$ cat config.mk
export PLATFORM = sky130hd
export DESIGN_NAME = rr_priority_encoder
export DESIGN_NICKNAME = d
export VERILOG_FILES = /design/src/rtl/rr_priority_encoder.sv
export SDC_FILE = /design/constraint.sdc
export NUM_CORES = 1
export LEC_CHECK = 0
export ABC_AREA = 1
export BUFFER_PORTS_ARGS = -buffer_cell sky130_fd_sc_hd__buf_2
export CORE_MARGIN = 8
export CORE_UTILIZATION = 45
export DETAILED_ROUTE_END_ITERATION = 8
export PLACE_DENSITY_LB_ADDON = 0.2
export SLEW_MARGIN = 20
export SYNTH_ARGS = -nofsm -noshare
export SYNTH_HDL_FRONTEND = slang
export SYNTH_SLANG_ARGS = --single-unit
export TNS_END_PERCENT = 1
$ cat constraint.sdc
create_clock -name clk -period 3.1 [get_ports clk]
set_clock_uncertainty 0.2 [all_clocks]
set_input_delay 0 -clock clk [delete_from_list [all_inputs] [get_ports clk]]
set_output_delay 0 -clock clk [all_outputs]
set_load 0.02 [all_outputs]
$ cat src/rtl/rr_priority_encoder.sv
// ---------------------------------------------------------------------------
// rr_priority_encoder
//
// Registered N-to-log2(N) priority encoder with a selectable arbitration
// mode. Each accepted cycle samples the request vector and registers the
// winning index, a one-hot grant and status flags. Results leave through a
// valid/ready handshake, so a stalling consumer simply holds out_ready low
// and the current result stays frozen until it is taken.
//
// Parameters:
//   N     number of request lines (2..256, any value, not only powers of 2)
//   IW    index width, derived from N; leave at its default
//   MODE  0 = fixed priority (highest index wins)
//         1 = round-robin (search upward from a rotating start position)
//
// Ports:
//   clk        in   system clock, rising edge
//   rst_n      in   asynchronous active-low reset
//   req        in   [N-1:0] request vector, bit i = requester i active
//   out_ready  in   consumer can accept the current result
//   out_valid  out  idx / grant / multi hold a valid result
//   idx        out  [IW-1:0] index of the winning requester
//   grant      out  [N-1:0] one-hot grant, all zeros when out_valid = 0
//   zero       out  most recent sample had no request bits set
//   multi      out  most recent winning sample had two or more bits set
// ---------------------------------------------------------------------------
module rr_priority_encoder #(
  parameter int N    = 8,
  parameter int IW   = $clog2(N),
  parameter int MODE = 0
) (
  input  logic          clk,
  input  logic          rst_n,
  input  logic [N-1:0]  req,
  input  logic          out_ready,
  output logic          out_valid,
  output logic [IW-1:0] idx,
  output logic [N-1:0]  grant,
  output logic          zero,
  output logic          multi
);

  localparam logic [IW-1:0] LAST_IDX = IW'(N - 1);

  logic          load;
  logic          xfer;
  logic [IW-1:0] idx_succ;
  logic [IW-1:0] start;
  logic [IW-1:0] ptr;
  logic [IW-1:0] fixed_win;
  logic [IW-1:0] rr_win;
  logic          rr_found;
  logic [IW-1:0] winner;
  logic [N-1:0]  winner_onehot;
  logic          any_req;
  logic          many_req;
  int            pos;

  // A new sample is taken whenever the output register is empty or is being
  // drained on this same edge; a transfer is the consumer taking the result.
  assign load = !out_valid || out_ready;
  assign xfer = out_valid && out_ready;

  // Successor of the current index, wrapping at N rather than at 2^IW so
  // that non-power-of-two widths never point at a requester that does not
  // exist.
  assign idx_succ = (idx == LAST_IDX) ? '0 : idx + IW'(1);

  // The round-robin search starts just past the requester that is being
  // handed over on this edge; the pointer register only carries that
  // position across cycles where nothing was transferred (for example
  // after an idle cycle dropped out_valid).
  assign start = xfer ? idx_succ : ptr;

  assign any_req  = |req;
  assign many_req = |(req & (req - N'(1)));

  // Fixed priority: scanning upward and overwriting leaves the highest set
  // bit as the winner.
  always_comb begin
    fixed_win = '0;
    for (int i = 0; i < N; i++) begin
      if (req[i]) begin
        fixed_win = IW'(i);
      end
    end
  end

  // Round-robin: walk all N positions starting at 'start', wrapping back
  // to 0 after N-1, and keep the first active requester encountered.
  always_comb begin
    rr_win   = '0;
    rr_found = 1'b0;
    pos      = 0;
    for (int k = 0; k < N; k++) begin
      pos = int'(start) + k;
      if (pos >= N) begin
        pos = pos - N;
      end
      if (!rr_found && req[pos]) begin
        rr_win   = IW'(pos);
        rr_found = 1'b1;
      end
    end
  end

  assign winner        = (MODE == 1) ? rr_win : fixed_win;
  assign winner_onehot = N'(1) << winner;

  // Output result register. On an empty sample the index and multi flag
  // keep their last winning values; only valid, grant and zero change.
  // While stalled nothing moves, so the consumer sees a stable result.
  always_ff @(posedge clk or negedge rst_n) begin
    if (!rst_n) begin
      out_valid <= 1'b0;
      idx       <= '0;
      grant     <= '0;
      zero      <= 1'b1;
      multi     <= 1'b0;
    end else if (load) begin
      if (any_req) begin
        out_valid <= 1'b1;
        idx       <= winner;
        grant     <= winner_onehot;
        zero      <= 1'b0;
        multi     <= many_req;
      end else begin
        out_valid <= 1'b0;
        grant     <= '0;
        zero      <= 1'b1;
      end
    end
  end

  // Round-robin pointer. It advances only when a result is actually
  // handed over, so stalls never skip anyone. In fixed-priority mode it
  // stays parked at zero.
  always_ff @(posedge clk or negedge rst_n) begin
    if (!rst_n) begin
      ptr <= '0;
    end else if ((MODE == 1) && xfer) begin
      ptr <= idx_succ;
    end
  end

endmodule

==> results.cfg, run 1 <==
[run_status]
status = complete, no violations

[placed_design]
port_buffers = 24
place.gp.congestion = 0.785
dpl.hpwl_um = 1300
dp_cells = 137

[floorplanning]
die_area_mm2 = 0.00315
die_w_um = 56.1
rows = 14
io_pins = 25
initial_core_util_pct = 48.1
die_height_um = 56.1
design.core.area_mm2 = 0.00151

[power]
p_per_area_mw_per_mm2 = 415
p_sw_share_pct = 29.8
ir_drop_mv = 0.269
p_comb_share_pct = 24.1
p_seq_share_pct = 45.7
intPower_w = 0.000310
p_leak_nw = 0.595
p_switching_w = 0.000131
pwr-share-clk_pct = 30.2

[clock_tree]
numCtsBuffers = 3
clk_latency_ps = 290
cts_buffer_depth = 2
cts_root_buffer = clkbuf_4
clk_pin_slew_ps = 90
htreeDepth = 1
cts_num_sinks = 14
cts_tree = built

[finish]
synthToLayoutAreaGrowth_pct = 46.8
final_common_cell = nand2_1
drive_above_1_share_pct = 30.3
nets = 154
final_cells = 158
final_cell_mix = nand2_1, buf_2, dlygate4sd3_1, dfrtp_1, nor2_1
antenna_cells = 0

[logic_synthesis]
synth_area_per_cell_um2 = 7.39
synth_top_cell_area_share_pct = 44.9
syn_area_um2 = 724
ys_warn_count = 0
syn_nets = 109
yosysTopAreaCell = dfrtp_1
synth.area.top_cells = dfrtp_1, nand2_1, nor2_1
yosysUniqueCellTypes = 16
syn_inst = 98
yosysSeqAreaShare_pct = 48.5
ys_seq_elements = 14

[sta]
hold_viol_final = 0
rsz0062_at_grt = no
slew_violations = 0
fin_tns_setup_ps = 0
fin_crit_sh_pct = 95.7
tightest_slew_ps = 685
setup_viol = 0
relSlewSlack_pct = 54.2
fmax_mhz = 337
period_needed_ps = 2970

[setup_path]
crit_path_max_fanout = 5
r2r_setup_slack_ps = 830
critPathCaptureType = flop
cp.required_ps = 3070
r2r_cells = 6
r2r-start = out_valid$_DFFE_PN0N_
worstSetupPathType = in2reg
crit_path_start_kind = input pin
arrival_ps = 2940
timing.rr.end = out_valid$_DFFE_PN0N_

[job]
drv_cap = 0

[routing]
drc = 0
routedWlPerCell_um = 12.9
ant_nets = 0
dr.pass1.iters = 6
avgViaCountPerCell = 5.08
wl_um = 2050
drt-initial-drc-count = 29
vias = 802

[worst_hold_path]
hold-path-endpoint = multi$_DFFE_PN0P_
holdCritStartpoint = req[4]
min_path_type = in2reg
hold_depth = 7

[global_route]
first_global_vias = 806
grt_start_max_net_pins = 14
grt_pass1_wl_um = 3410
track_usage_pct = 13.0
overflow = 0
antenna_found_initial = 0
==> power by group through the flow <==
stage | Clock [W] | Combinational (W) | Sequential (W)
finish | 0.000133 | 0.000106 | 0.000202
detailed placement | 0 | 0.0000848 | 0.000205
CTS | 0.000135 | 0.000103 | 0.000202
floorplan | 0 | 0.0000368 | 0.000221
global route | 0.000145 | 0.000117 | 0.000203
global placement | 0 | 0.0000840 | 0.000205
==> synthesized netlist by cell type (all sizes together) <==
master and count:
nand4 1, nand3 6, buf 1, o21ai 7, a21oi 1, nand2 42, inv 13, dfstp 1
nor2 13, dfrtp 13
==> stage by stage <==
step	instance area, µm²	setup slack, ps	hold WS, ps	total power [W]	utilization (%)
floorplan	724	1770	-496	0.000258	-
global placement	860	1320	-292	0.000289	57.1
detailed placement	860	1270	-288	0.000290	57.1
CTS	1060	209	13.3	0.000440	70.1
global route	1060	31.4	39.7	0.000465	70.6
finish	1060	134	21.9	0.000441	70.6
==> registers in the layout (all words and copies together), names as in the netlist <==
register / cells
grant: 8
multi: 1
out_valid: 1
zero: 1
idx: 3
==> critical path, cell delays in order <==
cell	delay, ps
dlygate4sd3_1	550
buf_2	140
nor2_1	140
dlygate4sd3_1	600
nand2_2	80
dlygate4sd3_1	610
o21ai_4	180
dlygate4sd3_1	570
nand2_1	70
==> timing repair <==
item	in CTS	in global routing
endpoints found under the hold margin	26	0
endpoints found under the setup margin	0	1
resized for setup	0	0
setup buffers	0	1
hold buffers	16	0
==> layer usage <==
layer  wire length [µm]  global-route usage (%)  vias to the layer above
li1                   -                       -                      386
met1                816                    14.8                      366
met2                992                    21.1                       41
met3                189                    4.79                        9
met4                 46                    5.84                        0
met5                  0                       0                        -
==> final cells by class <==
class,count,area (µm²)
Multi-Input combinational cell,70,319
Tap cell,16,20.0
Clock buffer,4,36.3
Fill cell,117,443
Sequential cell,14,352
Timing Repair Buffer,41,288
Inverter,13,48.8
==> logic make-up after synthesis <==
| family | synth area share [%] |
|---|---|
| compound gates | 7.08 |
| buf+inv | 7.43 |
| flops | 48.5 |
| simple gates | 37.0 |
==> worst max path at each step <==
stage                            endpoint             startpoint  slack (ps)
floorplan            grant[2]$_DFFE_PN0N_  out_valid$_DFFE_PN0N_        1770
global placement     grant[2]$_DFFE_PN0N_  out_valid$_DFFE_PN0N_        1320
finish              out_valid$_DFFE_PN0N_                 req[2]         130
CTS                 out_valid$_DFFE_PN0N_                 req[2]         210
global route        out_valid$_DFFE_PN0N_                 req[2]          30
detailed placement   grant[2]$_DFFE_PN0N_  out_valid$_DFFE_PN0N_        1270
(Power assumes the default switching activity.)
==> inputs of run 2 (changes only) <==
--- a/config.mk
+++ b/config.mk
@@ -9,6 +9,7 @@
 export BUFFER_PORTS_ARGS = -buffer_cell sky130_fd_sc_hd__buf_2
 export CORE_MARGIN = 8
 export CORE_UTILIZATION = 45
+export CTS_BUF_LIST = sky130_fd_sc_hd__clkbuf_2
 export DETAILED_ROUTE_END_ITERATION = 8
 export PLACE_DENSITY_LB_ADDON = 0.2
 export SLEW_MARGIN = 20
==> run 2 against run 1 <==
Critical path depth unchanged. Clock-buffer cell count decreased by 1. Register-to-register slack got worse by 70 ps. Clock power decreased by 33%. Global-route usage increased by 0.092 points. Cell count decreased by 0.63%. Final area decreased by 2.4%. Power decreased by 10%. Via count decreased by 1.2%. First-iteration DRC count increased by 93%. Critical endpoint unchanged. Highest routed layer unchanged.
==> results.cfg, run 2 (synthesized netlist as in run 1, its figures left out) <==
[finish]
final_cell_mix = nand2_1, buf_2, dlygate4sd3_1, dfrtp_1, nor2_1
largest_reg_flops = 8
top_register = grant
register_area_um2 = 352
multi_input_area_um2 = 319
antenna_cells = 0
final_common_cell = nand2_1
fillers = 122
drive_above_1_share_pct = 29.1
nets = 153
synthToLayoutAreaGrowth_pct = 43.4
reg_top3 = grant x8, idx x3

[clock_tree]
cts_num_sinks = 14
cts_root_buffer = clkbuf_2
htreeDepth = 1
clk_latency_ps = 280
clk_pin_slew_ps = 140
numCtsBuffers = 3
cts-resized-gates = 0
cts_tree = built
cts_buffer_depth = 2

[placed_design]
place.gp.congestion = 0.785
place_ws_ps = 1270
port_buffers = 24
dpl.hpwl_um = 1300

[setup_path]
worstSetupPathType = in2reg
critPathCaptureType = flop
arrival_ps = 2970
critPathTopFamily = buffers and inverters
crit_chain = dlygate4sd3_1 -> buf_2 -> nor2_1 -> dlygate4sd3_1 -> nand2_2 -> dlygate4sd3_1 -> o21ai_4 -> dlygate4sd3_1 -> nand2_1
worst-path-stages = 9
crit_path_frequent_cell = dlygate4sd3_1
r2r_cells = 6
max_stage_delay_ps = 610
crit_path_max_fanout = 6
crit_buf_inv = 5
cp.required_ps = 3080
crit_path_start_kind = input pin
crit_path_top_delay_cell = dlygate4sd3_1

[sta]
fmax_mhz = 334
relSlewSlack_pct = 51.7
slew_violations = 0
fin_crit_sh_pct = 96.6
hold_viol_final = 0
setup_viol = 0
layout_setup_ws_ps = 106
tightest_slew_ps = 723
fin_tns_setup_ps = 0
period_needed_ps = 2990
rsz0062_at_grt = no

[routing]
wl_um = 2050
drc = 0
ant_nets = 0
vias = 792
avgViaCountPerCell = 5.04
dr.pass1.iters = 4
routedWlPerCell_um = 13.1
drt-initial-drc-count = 56

[worst_hold_path]
hold_depth = 7
min_path_type = in2reg

[power]
ir_drop_mv = 0.215
intPower_w = 0.000265
p_leak_nw = 0.583
p_seq_share_pct = 50.9
p_sw_share_pct = 33.1
p_per_area_mw_per_mm2 = 382
pwr-share-clk_pct = 22.5
p_switching_w = 0.000131
p_comb_share_pct = 26.6

[floorplanning]
die_w_um = 56.1
die_height_um = 56.1
design.core.area_mm2 = 0.00151
die_area_mm2 = 0.00315
io_pins = 25
rows = 14
initial_core_util_pct = 48.1

[global_route]
grt_start_max_net_pins = 14
grt_pass1_wl_um = 3470
overflow = 0
first_global_vias = 827
track_usage_pct = 13.1
antenna_found_initial = 0

[job]
drv_cap = 0

[run_status]
status = complete, no violations
-- run 2: metrics by stage --
| stage | utilization, % | total power, W | hold slack (ps) | instance area, µm² | std cells |
|---|---|---|---|---|---|
| final | 68.9 | 0.000397 | 24.5 | 1040 | 157 |
| after CTS | 68.9 | 0.000393 | 16.8 | 1040 | 157 |
| after global routing | 68.9 | 0.000417 | 23.4 | 1040 | 157 |
| after floorplan | - | 0.000258 | -496 | 724 | 98 |
| after detailed placement | 57.1 | 0.000290 | -288 | 860 | 137 |
| after global placement | 57.1 | 0.000289 | -292 | 860 | 137 |
-- run 2: routing by layer --
| layer | vias up | wire length (µm) | global-route usage [%] |
|---|---|---|---|
| li1 | 387 | - | - |
| met1 | 357 | 862 | 14.9 |
| met2 | 40 | 962 | 20.6 |
| met3 | 8 | 174 | 5.48 |
| met4 | 0 | 49 | 6.19 |
| met5 | - | 0 | 0 |
-- run 2: final timing paths --
path | end | startpoint | slack (ps)
hold / removal | multi$_DFFE_PN0P_ | req[4] | 20
setup reg to reg | out_valid$_DFFE_PN0N_ | out_valid$_DFFE_PN0N_ | 760
setup / recovery | out_valid$_DFFE_PN0N_ | req[2] | 110
max in group asynchronous | grant[4]$_DFFE_PN0N_ | rst_n | 1170
min in group asynchronous | zero$_DFFE_PN1N_ | rst_n | 510
hold reg to reg | grant[4]$_DFFE_PN0N_ | grant[4]$_DFFE_PN0N_ | 290
-- run 2: area by class of cell --
type | instances | share of cell area, %
Clock buffer | 3 | 1.45
Inverter | 13 | 4.70
Clock inverter | 1 | 0.361
Sequential cell | 14 | 33.9
Tap cell | 16 | 1.93
Timing Repair Buffer | 40 | 27.0
Multi-Input combinational cell | 70 | 30.7
-- run 2: power groups by stage --
| stage | Combinational (W) | Clock [W] | Sequential, W |
|---|---|---|---|
| floorplan | 0.0000368 | 0 | 0.000221 |
| global placement | 0.0000840 | 0 | 0.000205 |
| detailed placement | 0.0000848 | 0 | 0.000205 |
| CTS | 0.000103 | 0.0000879 | 0.000202 |
| global route | 0.000116 | 0.0000985 | 0.000203 |
| finish | 0.000105 | 0.0000893 | 0.000202 |
-- run 2: worst min-delay path, stage by stage --
cell and delay, ps:
buf_2 110, nor2_1 70, nand2_1 50, o21ai_0 80, nand3_1 80, nand2_1 50, nand2_1 50
-- run 2: timing repair --
action	in CTS	in global routing
buffers inserted	0	0
setup endpoints to repair	0	1
hold buffers	16	0
hold endpoints to repair	26	0
==> inputs of run 3 (changes only) <==
--- a/config.mk
+++ b/config.mk
@@ -5,14 +5,12 @@
 export SDC_FILE = /design/constraint.sdc
 export NUM_CORES = 1
 export LEC_CHECK = 0
-export ABC_AREA = 1
 export BUFFER_PORTS_ARGS = -buffer_cell sky130_fd_sc_hd__buf_2
 export CORE_MARGIN = 8
 export CORE_UTILIZATION = 45
 export CTS_BUF_LIST = sky130_fd_sc_hd__clkbuf_2
 export DETAILED_ROUTE_END_ITERATION = 8
 export PLACE_DENSITY_LB_ADDON = 0.2
-export SLEW_MARGIN = 20
 export SYNTH_ARGS = -nofsm -noshare
 export SYNTH_HDL_FRONTEND = slang
 export SYNTH_SLANG_ARGS = --single-unit
==> run 3 against run 2 <==
Cell count decreased by 12%. Combinational power decreased by 15%. Synthesized area decreased by 2.1%. Largest cell class unchanged. Critical endpoint is now grant[2]$_DFFE_PN0N_. First-iteration DRC count decreased by 46%. Register-to-register slack improved by 130 ps. Flip-flop and latch count unchanged. Non-clock buffer count increased by 7.
==> results.cfg, run 3 <==
[run_status]
status = complete, no violations

[logic_synthesis]
synth_xor_area_share_pct = 0
syn_inst = 74
synthSimpleGateAreaFrac_pct = 24.7
synthFlopType = dfrtp_1
synth.area.top_cells = dfrtp_1, a2111oi_4, nand2_1
synthMuxAreaShare_pct = 0
synthAdderAreaFrac_pct = 0
syn_nets = 85
ys_seq_elements = 14
synth_common_cells = dfrtp_1, nand2_1, nor2_1
synth_area_per_cell_um2 = 9.59
synth-edff-count = 0
yosysUniqueCellTypes = 25
synth_top_cell_area_share_pct = 45.9
syn_area_um2 = 709
yosysTopAreaCell = dfrtp_1
synth-compound-area-share_pct = 22.4
yosysSeqAreaShare_pct = 49.6
synth_most_common_cell = dfrtp_1
ys_warn_count = 0
ys_async_sr_fraction_pct = 100
synth_top_family_by_area = simple AND/OR/NAND/NOR gates

[worst_hold_path]
min_path_type = in2reg
holdCritStartpoint = req[1]

[finish]
nets = 134
final_cells = 138
synthToLayoutAreaGrowth_pct = 52.7
antenna_cells = 0
drive_above_1_share_pct = 27.0
top_register = grant
largest_reg_flops = 8
final_common_cell = buf_2
final_cell_mix = buf_2, dlygate4sd3_1, dfrtp_1, nand2_1, nor2_1
reg_top3 = grant x8, idx x3

[clock_tree]
numCtsBuffers = 3
cts_num_sinks = 14
clk_latency_ps = 280
clk_pin_slew_ps = 140
cts_root_buffer = clkbuf_2
cts-resized-gates = 0
cts_buffer_depth = 2
cts_tree = built
htreeDepth = 1

[floorplanning]
die_area_mm2 = 0.00310
die_height_um = 55.7
initial_core_util_pct = 47.6
rows = 14
io_pins = 25
die_w_um = 55.7
design.core.area_mm2 = 0.00149

[global_route]
grt_pass1_wl_um = 3330
track_usage_pct = 12.9
antenna_found_initial = 0
grt_start_max_net_pins = 17
overflow = 0
first_global_vias = 726

[placed_design]
place.gp.congestion = 0.862
place_ws_ps = 1340
dp_cells = 112
dpl.hpwl_um = 1280
port_buffers = 24

[sta]
setup_viol = 0
fin_crit_sh_pct = 88.2
slew_violations = 0
layout_setup_ws_ps = 366
hold_viol_final = 0
rsz0062_at_grt = no
tightest_slew_ps = 639
relSlewSlack_pct = 57.0
fmax_mhz = 366
period_needed_ps = 2730
fin_tns_setup_ps = 0

[routing]
avgViaCountPerCell = 5.37
drt-initial-drc-count = 30
dr.pass1.iters = 4
ant_nets = 0
drc = 0
routedWlPerCell_um = 14.0
wl_um = 1930
vias = 741

[power]
p_per_area_mw_per_mm2 = 347
finalPower_w = 0.000376
p_leak_nw = 0.494
ir_drop_mv = 0.230

[setup_path]
cp.required_ps = 3130
critPathCaptureType = flop
r2r_setup_slack_ps = 890
worstSetupPathType = in2reg
crit_path_max_fanout = 7
crit_start = req[7]
crit_path_start_kind = input pin
arrival_ps = 2770
r2r-start = out_valid$_DFFE_PN0N_

[job]
drv_cap = 0
-- run 3: cell count changes in the layout (fill, tap and decap cells not counted), moves of 3 or more --
cell / change
inv_2: -6
nor4_1: +3
nand2_1: -27
dlygate4sd3_1: +6
inv_1: -4
-- run 3: worst paths after layout --
check / to / cells past startpoint
worst max-delay path: grant[2]$_DFFE_PN0N_ / 7
worst min register to register: grant[7]$_DFFE_PN0N_ / 2
min in group asynchronous: zero$_DFFE_PN1N_ / 3
worst max register to register: grant[3]$_DFFE_PN0N_ / 5
max in group asynchronous: grant[7]$_DFFE_PN0N_ / 4
worst min-delay path: grant[1]$_DFFE_PN0N_ / 5
-- run 3: kinds of logic after synthesis --
family	count (synthesis)
buffers and inverters	6
and+or+nand+nor	35
AOI/OAI and AO/OA	19
DFF	14
-- run 3: report_power, final --
group          internal, W  switching [W]   total, W
clock network    0.0000280      0.0000619  0.0000899
logic            0.0000378      0.0000513  0.0000890
registers         0.000193     0.00000438   0.000197
-- run 3: through the flow --
step / hold slack [ps] / area (µm²) / utilization (%)
floorplan: -496 / 709 / -
global placement: -291 / 845 / 56.7
detailed placement: -293 / 845 / 56.7
CTS: 13.9 / 1080 / 72.8
global route: 48.5 / 1080 / 72.8
finish: 25.2 / 1080 / 72.8
-- run 3: timing repair --
action	in CTS	in global routing
hold endpoints to repair	26	0
hold buffers	22	0
buffers inserted	0	0
-- run 3: area by class of cell --
| type | instances | area (µm²) |
|---|---|---|
| Clock buffer | 3 | 15.0 |
| Clock inverter | 1 | 3.75 |
| Fill cell | 121 | 405 |
| Inverter | 3 | 11.3 |
| Multi-Input combinational cell | 54 | 334 |
| Sequential cell | 14 | 352 |
| Tap cell | 16 | 20.0 |
| Timing Repair Buffer | 47 | 348 |
-- run 3: worst max-delay path, cell delays in order --
cell	delay (ps)
dlygate4sd3_1	540
buf_2	180
nor4_2	620
nand3_1	130
dlygate4sd3_1	570
o21ai_0	160
dlygate4sd3_1	580
-- run 3: per-layer routing --
layer | routed length (µm) | global-route usage, % | vias to the layer above | share of wire, %
met5 | 0 | 0 | - | 0
met4 | 23 | 4.23 | 0 | 1.2
met3 | 170 | 5.25 | 4 | 8.8
met2 | 992 | 22.1 | 25 | 51
met1 | 746 | 14.1 | 346 | 39
li1 | - | - | 366 | -
